--- src/rtl/mat_pkg.sv ---
// Shared constants and state encoding for the matrix-multiply result writer.
//   NBIT    : accumulator/result word width (Q21.11 signed)
//   DIM     : matrix dimension; DIM*DIM complex results per run
//   ADDRESS : result RAM address width (interleaved real/imag words)
package mat_pkg;

  localparam int unsigned NBIT    = 32;
  localparam int unsigned DIM     = 32;
  localparam int unsigned ADDRESS = $clog2((DIM * DIM * 2) - 1);

  // Fixed-point layout of the accumulator word, bits [20:-11]
  localparam int unsigned Q_INT  = 21;
  localparam int unsigned Q_FRAC = 11;

  typedef enum logic [1:0] {
    IDLE    = 2'd0,
    COLLECT = 2'd1,
    DONE    = 2'd2
  } wr_state_e;

endpackage

--- src/rtl/mat_result_writer_if.sv ---
// Result-path bundle between the MAC datapath and the result RAM writer.
//   flagR_wr/flagI_wr : real/imag result-valid levels from the MAC
//   accR_wr/accI_wr   : real/imag accumulator words, stable while the flag is high
//   wr_*              : result RAM write strobe, address and data
//   cntR_wr/cntI_wr   : results written so far; done_wr/err_wr : status
interface mat_result_writer_if #(
  parameter int unsigned NBIT    = 32,
  parameter int unsigned ADDRESS = 11
);

  logic               flagR_wr;
  logic               flagI_wr;
  logic [NBIT-1:0]    accR_wr;
  logic [NBIT-1:0]    accI_wr;
  logic               wr_en_wr;
  logic [ADDRESS-1:0] wr_addr_wr;
  logic [NBIT-1:0]    wr_data_wr;
  logic [ADDRESS-1:0] cntR_wr;
  logic [ADDRESS-1:0] cntI_wr;
  logic               done_wr;
  logic               err_wr;

  // Source side: MAC results in, RAM writes and status observed
  modport master (
    output flagR_wr, flagI_wr, accR_wr, accI_wr,
    input  wr_en_wr, wr_addr_wr, wr_data_wr, cntR_wr, cntI_wr, done_wr, err_wr
  );

  // Writer side
  modport slave (
    input  flagR_wr, flagI_wr, accR_wr, accI_wr,
    output wr_en_wr, wr_addr_wr, wr_data_wr, cntR_wr, cntI_wr, done_wr, err_wr
  );

endinterface

--- src/rtl/flag_edge_capture.sv ---
// Rising-edge detector on a result-valid level plus a sample register for
// the matching accumulator word.
//   clk, rst : clock and synchronous active-high reset
//   flag     : result-valid level
//   hold     : freezes the sample register (a parked value must not be overwritten)
//   acc      : accumulator word
//   edge_c   : one-cycle pulse on the rising edge of flag
//   data_c   : accumulator on a fresh capture, otherwise the held sample
module flag_edge_capture #(
  parameter int unsigned NBIT = 32
) (
  input  logic            clk,
  input  logic            rst,
  input  logic            flag,
  input  logic            hold,
  input  logic [NBIT-1:0] acc,
  output logic            edge_c,
  output logic [NBIT-1:0] data_c
);

  logic            flag_d;
  logic [NBIT-1:0] data_q;
  logic            cap_c;

  assign edge_c = flag & ~flag_d;
  assign cap_c  = edge_c & ~hold;
  assign data_c = cap_c ? acc : data_q;

  // Flag delay and sample register
  always_ff @(posedge clk) begin
    if (rst) begin
      flag_d <= 1'b0;
      data_q <= '0;
    end else begin
      flag_d <= flag;
      if (cap_c) begin
        data_q <= acc;
      end
    end
  end

endmodule

--- src/rtl/mat_result_writer.sv ---
// Captures complex matrix-multiply results on the MAC's flag edges and writes
// them to the result RAM interleaved (real at 2n, imag at 2n+1). Raises done
// after DIM*DIM complex results.
//   clk_wr   : clock
//   rst_wr   : synchronous active-high reset
//   start_wr : one-cycle pulse, clears counters/error and starts collecting
//   bus      : result bundle (flags/accumulators in, RAM write and status out)
module mat_result_writer
  import mat_pkg::*;
#(
  parameter int unsigned NBIT    = mat_pkg::NBIT,
  parameter int unsigned DIM     = mat_pkg::DIM,
  parameter int unsigned ADDRESS = $clog2((DIM * DIM * 2) - 1)
) (
  input  logic                clk_wr,
  input  logic                rst_wr,
  input  logic                start_wr,
  mat_result_writer_if.slave  bus
);

  localparam logic [ADDRESS-1:0] FULL = ADDRESS'(DIM * DIM);
  localparam logic [ADDRESS-1:0] ONE  = ADDRESS'(1);

  wr_state_e          state, state_n;
  logic [ADDRESS-1:0] cnt_r, cnt_r_n;
  logic [ADDRESS-1:0] cnt_i, cnt_i_n;
  logic               pend, pend_n;
  logic               err, err_n;
  logic               done, done_n;
  logic               wr_en, wr_en_n;
  logic [ADDRESS-1:0] wr_addr, wr_addr_n;
  logic [NBIT-1:0]    wr_data, wr_data_n;

  logic               edge_r_c, edge_i_c;
  logic [NBIT-1:0]    data_r_c, data_i_c;
  logic               real_wr_c, pend_wr_c;

  // Real path never parks a value
  flag_edge_capture #(.NBIT(NBIT)) u_cap_r (
    .clk    (clk_wr),
    .rst    (rst_wr),
    .flag   (bus.flagR_wr),
    .hold   (1'b0),
    .acc    (bus.accR_wr),
    .edge_c (edge_r_c),
    .data_c (data_r_c)
  );

  // Imag sample register doubles as the one-entry pending slot
  flag_edge_capture #(.NBIT(NBIT)) u_cap_i (
    .clk    (clk_wr),
    .rst    (rst_wr),
    .flag   (bus.flagI_wr),
    .hold   (pend),
    .acc    (bus.accI_wr),
    .edge_c (edge_i_c),
    .data_c (data_i_c)
  );

  // Real writes take the port; a parked imag waits for a free cycle
  assign real_wr_c = (state == COLLECT) & ~start_wr & edge_r_c & (cnt_r != FULL);
  assign pend_wr_c = (state == COLLECT) & ~start_wr & pend & ~real_wr_c;

  // Next-state and next-output logic
  always_comb begin
    state_n   = state;
    cnt_r_n   = cnt_r;
    cnt_i_n   = cnt_i;
    pend_n    = pend;
    err_n     = err;
    wr_en_n   = 1'b0;
    wr_addr_n = wr_addr;
    wr_data_n = wr_data;

    case (state)
      IDLE: begin
        if (start_wr) begin
          state_n = COLLECT;
          cnt_r_n = '0;
          cnt_i_n = '0;
          pend_n  = 1'b0;
          err_n   = 1'b0;
        end else if (edge_r_c | edge_i_c) begin
          err_n = 1'b1;
        end
      end

      COLLECT: begin
        if (start_wr) begin
          cnt_r_n = '0;
          cnt_i_n = '0;
          pend_n  = 1'b0;
          err_n   = 1'b0;
        end else begin
          if (edge_r_c) begin
            if (real_wr_c) begin
              wr_en_n   = 1'b1;
              wr_addr_n = {cnt_r[ADDRESS-2:0], 1'b0};
              wr_data_n = data_r_c;
              cnt_r_n   = cnt_r + ONE;
            end else begin
              err_n = 1'b1;
            end
          end

          if (pend_wr_c) begin
            wr_en_n   = 1'b1;
            wr_addr_n = {cnt_i[ADDRESS-2:0], 1'b1};
            wr_data_n = data_i_c;
            cnt_i_n   = cnt_i + ONE;
            pend_n    = 1'b0;
          end

          if (edge_i_c) begin
            if ((cnt_i == FULL) || pend) begin
              err_n = 1'b1;
            end else if (real_wr_c) begin
              pend_n = 1'b1;
            end else begin
              wr_en_n   = 1'b1;
              wr_addr_n = {cnt_i[ADDRESS-2:0], 1'b1};
              wr_data_n = data_i_c;
              cnt_i_n   = cnt_i + ONE;
            end
          end

          if ((cnt_r == FULL) && (cnt_i == FULL) && !pend) begin
            state_n = DONE;
          end
        end
      end

      DONE: begin
        if (start_wr) begin
          state_n = COLLECT;
          cnt_r_n = '0;
          cnt_i_n = '0;
          pend_n  = 1'b0;
          err_n   = 1'b0;
        end else if (edge_r_c | edge_i_c) begin
          err_n = 1'b1;
        end
      end

      default: begin
        state_n = IDLE;
      end
    endcase

    done_n = (state_n == DONE);
  end

  // State and output registers
  always_ff @(posedge clk_wr) begin
    if (rst_wr) begin
      state   <= IDLE;
      cnt_r   <= '0;
      cnt_i   <= '0;
      pend    <= 1'b0;
      err     <= 1'b0;
      done    <= 1'b0;
      wr_en   <= 1'b0;
      wr_addr <= '0;
      wr_data <= '0;
    end else begin
      state   <= state_n;
      cnt_r   <= cnt_r_n;
      cnt_i   <= cnt_i_n;
      pend    <= pend_n;
      err     <= err_n;
      done    <= done_n;
      wr_en   <= wr_en_n;
      wr_addr <= wr_addr_n;
      wr_data <= wr_data_n;
    end
  end

  assign bus.wr_en_wr   = wr_en;
  assign bus.wr_addr_wr = wr_addr;
  assign bus.wr_data_wr = wr_data;
  assign bus.cntR_wr    = cnt_r;
  assign bus.cntI_wr    = cnt_i;
  assign bus.done_wr    = done;
  assign bus.err_wr     = err;

endmodule

--- src/flat_wrapper.sv ---
// flat-port wrapper written by rule: the top's interface ports become plain ports
module mat_result_writer_flat import mat_pkg::*;
#(
  parameter int unsigned NBIT    = mat_pkg::NBIT,
  parameter int unsigned DIM     = mat_pkg::DIM,
  parameter int unsigned ADDRESS = $clog2((DIM * DIM * 2) - 1)
)
  (clk_wr, rst_wr, start_wr, bus_flagR_wr, bus_flagI_wr, bus_accR_wr, bus_accI_wr, bus_wr_en_wr, bus_wr_addr_wr, bus_wr_data_wr, bus_cntR_wr, bus_cntI_wr, bus_done_wr, bus_err_wr);
  mat_result_writer_if #(.NBIT(NBIT), .ADDRESS(ADDRESS)) bus_i ();
  input  logic clk_wr;
  input  logic rst_wr;
  input  logic start_wr;
  input wire logic [$bits(bus_i.flagR_wr)-1:0] bus_flagR_wr;
  input wire logic [$bits(bus_i.flagI_wr)-1:0] bus_flagI_wr;
  input wire logic [$bits(bus_i.accR_wr)-1:0] bus_accR_wr;
  input wire logic [$bits(bus_i.accI_wr)-1:0] bus_accI_wr;
  output wire logic [$bits(bus_i.wr_en_wr)-1:0] bus_wr_en_wr;
  output wire logic [$bits(bus_i.wr_addr_wr)-1:0] bus_wr_addr_wr;
  output wire logic [$bits(bus_i.wr_data_wr)-1:0] bus_wr_data_wr;
  output wire logic [$bits(bus_i.cntR_wr)-1:0] bus_cntR_wr;
  output wire logic [$bits(bus_i.cntI_wr)-1:0] bus_cntI_wr;
  output wire logic [$bits(bus_i.done_wr)-1:0] bus_done_wr;
  output wire logic [$bits(bus_i.err_wr)-1:0] bus_err_wr;
  assign bus_i.flagR_wr = bus_flagR_wr;
  assign bus_i.flagI_wr = bus_flagI_wr;
  assign bus_i.accR_wr = bus_accR_wr;
  assign bus_i.accI_wr = bus_accI_wr;
  assign bus_wr_en_wr = bus_i.wr_en_wr;
  assign bus_wr_addr_wr = bus_i.wr_addr_wr;
  assign bus_wr_data_wr = bus_i.wr_data_wr;
  assign bus_cntR_wr = bus_i.cntR_wr;
  assign bus_cntI_wr = bus_i.cntI_wr;
  assign bus_done_wr = bus_i.done_wr;
  assign bus_err_wr = bus_i.err_wr;
  mat_result_writer #(.NBIT(NBIT), .DIM(DIM), .ADDRESS(ADDRESS)) u_core (.clk_wr(clk_wr), .rst_wr(rst_wr), .start_wr(start_wr), .bus(bus_i));
endmodule
--- config.mk ---
export PLATFORM = sky130hd
export DESIGN_NAME = mat_result_writer_flat
export DESIGN_NICKNAME = d
export VERILOG_FILES = /design/src/rtl/mat_pkg.sv /design/src/rtl/mat_result_writer_if.sv /design/src/rtl/flag_edge_capture.sv /design/src/rtl/mat_result_writer.sv /design/src/flat_wrapper.sv
export SDC_FILE = /design/constraint.sdc
export NUM_CORES = 1
export LEC_CHECK = 0
export CAP_MARGIN = 20
export CORE_MARGIN = 2
export CORE_UTILIZATION = 46
export CTS_CLUSTER_SIZE = 25
export DETAILED_ROUTE_END_ITERATION = 8
export GPL_TIMING_DRIVEN = 0
export PLACE_DENSITY = 0.82
export SYNTH_ARGS = -nofsm -noshare
export SYNTH_HDL_FRONTEND = slang
export SYNTH_HIERARCHICAL = 1
export SYNTH_SLANG_ARGS = --single-unit
--- constraint.sdc ---
create_clock -name clk_wr -period 2.64 [get_ports clk_wr]
set_clock_uncertainty 0.1 [all_clocks]
set_input_delay 0.264 -clock clk_wr [delete_from_list [all_inputs] [get_ports clk_wr]]
set_output_delay 0.264 -clock clk_wr [all_outputs]
set_load 0.1 [all_outputs]
==> flow_metrics.tcl <==
set metrics [dict create \
    most-common-layout-cells "clkdlybuf4s50_1, nand2b_1, dfxtp_1, mux2i_1, mux2_4" \
    p_leak_uw 0.00355 \
    hold_viol_final 0 \
    dp_worst_setup_slack_ps -601 \
    area_growth_pct 31.9 \
    port_buffers 136 \
    critPathCaptureType "flop" \
    slew_headroom 0.338 \
    synth_edf_count 0 \
    postSynthNetCount 805 \
    critPathLaunchType "flop" \
    wirelength_mm 21.1 \
    rows 46 \
    synthFlopType "dfxtp_1" \
    worstSetupPathType "flop to flop" \
    final_util 0.614 \
    power_density_mw_per_mm2 584 \
    tns_ps 0 \
    p_int_uw 4100 \
    ys_async_sr_fraction 0 \
    numCtsBuffers 17 \
    power_switching_uw 1520 \
    die_h_um 130 \
    worst-path-max-fanout 8 \
    hp-class "primary input to flop" \
    tightest_slew_ps 990 \
    ant_nets 0 \
    rsz0062_at_grt "yes" \
    dieArea_mm2 0.0169 \
    diodes 0 \
    synthCells 732 \
    drive_gt1_frac 0.174 \
    setup_viol 0 \
    ir_drop_v 0.000459 \
    p_comb_frac 0.185 \
    crit_required_ps 2840 \
    fin_ws_ps 76.1 \
    clock_sinks 137 \
    hpwl_mm 15.0 \
    ys_seq_elements 137 \
    cts_tree "built" \
    fin_cells 1120 \
    io_pins 137 \
    path_clk_slew_ps 60 \
    dp.cells 1084 \
    p_seq_frac 0.394 \
    grt_pass1_wl_mm 32.4 \
    coreArea_mm2 0.0157 \
    cts_buffer_depth 2 \
    power_frac_clock 0.421 \
    cts-htree-levels 4 \
    detail_route.first_pass.iterations 6 \
    grt_max_degree 17 \
    grt.overflow.total 0 \
    root_buffer "clkbuf_16" \
    syn-cell-area_mm2 0.00729 \
    hold_ws_ps 352 \
    die_x_um 130 \
    finalCriticalPeriod_ps 2560 \
    swShare 0.270 \
    drv_slew 0 \
    ys_types 61 \
    yosys_warnings 6 \
    drc 0 \
    track_usage 0.251 \
    clkLatencyLatePin_ps 420 \
    drtIter0Drc 618 \
    maxCapViolCount 0 \
    synth-seq-area-share 0.376 \
    timing.final.crit_share 0.971 \
    wl_per_cell_um 18.8 \
    initial_core_util 0.466 \
    grt_pass1_vias 6113 \
    outcome "finished, final reports clean" \
    gp_congestion 0.919 \
    antenna_found_initial 0 \
    final_common_cell "clkdlybuf4s50_1" \
    cp.arrival_ps 2760 \
    fmax_mhz 390 \
    vias 6326 \
    syn-mean-instance-area_um2 9.96 \
    viasPerCell 5.65 \
    final_nets 964 \
    ctsHoldBuffers 0 \
]
## final cells by class
cell class / count / area [um^2]
clock buffer: 25 / 495
inverter: 11 / 41.3
multi-input combinational: 530 / 4180
sequential: 137 / 2760
clock inverter: 7 / 90.1
tap: 216 / 270
timing repair buffer: 140 / 1390
fill: 1311 / 6040
buffer: 54 / 382
## worst max-delay path, stage by stage (launching register included)
cell and delay (ps):
dfxtp_2 350, inv_1 70, ha_1 160, or4b_4 510
o31ai_4 270, buf_4 180, buf_4 100, nand3_2 280
o221ai_1 330, nor2_1 80
## repair_timing
item	4_1_cts	5_1_grt
resized for setup	2	17
setup buffers	2	2
endpoints found under the setup margin	27	33
hold endpoints to repair	0	0
pin swaps	1	2
cloned	0	0
## per-layer routing
layer / up-vias / wire, um / part of all wire / track usage
li1: 2929 / - / - / -
met1: 2998 / 8960 / 0.42 / 0.325
met5: - / 0 / 0 / 0
met4: 0 / 807 / 0.038 / 0.119
met3: 69 / 1620 / 0.077 / 0.0537
met2: 330 / 9700 / 0.46 / 0.399
## registers in the layout, indices dropped and copies added (netlist names)
name	cells
u_core/u_cap_r/flag_d	1
u_core/bus.cntI_wr	11
u_core/pend	1
u_core/u_cap_i/flag_d	1
u_core/state	2
u_core/u_cap_r/data_q	32
u_core/bus.cntR_wr	11
u_core/bus.done_wr	1
u_core/bus.wr_addr_wr	11
u_core/u_cap_i/data_q	32
u_core/bus.err_wr	1
u_core/bus.wr_en_wr	1
u_core/bus.wr_data_wr	32
## Yosys cell counts (6+ instances only)
master	n	area [um^2]
buf_12	6	120
mux2_2	9	101
o211ai_1	7	52.6
or4_1	7	52.6
a21oi_1	34	170
o2bb2ai_1	15	131
nand3_1	14	70.1
nand2_1	20	75.1
nor2_1	31	116
o22ai_1	18	113
o221ai_1	8	70.1
mux2_4	56	841
clkbuf_1	31	116
nand2b_1	130	813
a22oi_1	14	105
o21ai_0	27	135
nor3_1	6	30.0
mux2i_1	64	641
inv_1	11	41.3
buf_6	8	90.1
dfxtp_1	137	2740
buf_2	7	35.0
## final timing paths
path                                                start                        end  slack, ps  depth (start not counted)
worst max-delay path                u_core/bus.cntR_wr[0]  u_core/bus.wr_data_wr[21]         80                          9
worst min-delay path                       bus_accR_wr[1]   u_core/u_cap_r/data_q[1]        350                          3
worst max register to register      u_core/bus.cntR_wr[0]  u_core/bus.wr_data_wr[21]         80                          9
worst min register to register  u_core/bus.wr_data_wr[24]  u_core/bus.wr_data_wr[24]        360                          1
## cells by family after synthesis
group	share of synthesized area
compound gates	0.135
xor+xnor	0.00721
fa+ha+maj	0.00687
buf+inv	0.0563
flops	0.376
mux	0.217
other cells	0.000515
simple gates	0.201
## per-stage QoR
step | cell area (um^2) | total power, uW
2_1_floorplan | 7310 | 2950
3_3_place_gp | 8940 | 3250
3_5_place_dp | 8940 | 3270
4_1_cts | 9550 | 5630
5_1_grt | 9610 | 5790
6_report | 9610 | 5610
## power by group through the flow
stage,sequential (uW),clock (uW),combinational [uW]
after floorplan,2450,0,500
after global placement,2250,0,999
after detailed placement,2250,0,1010
after CTS,2210,2390,1020
after global routing,2220,2480,1090
final,2210,2360,1040
(Power assumes the default switching activity.)
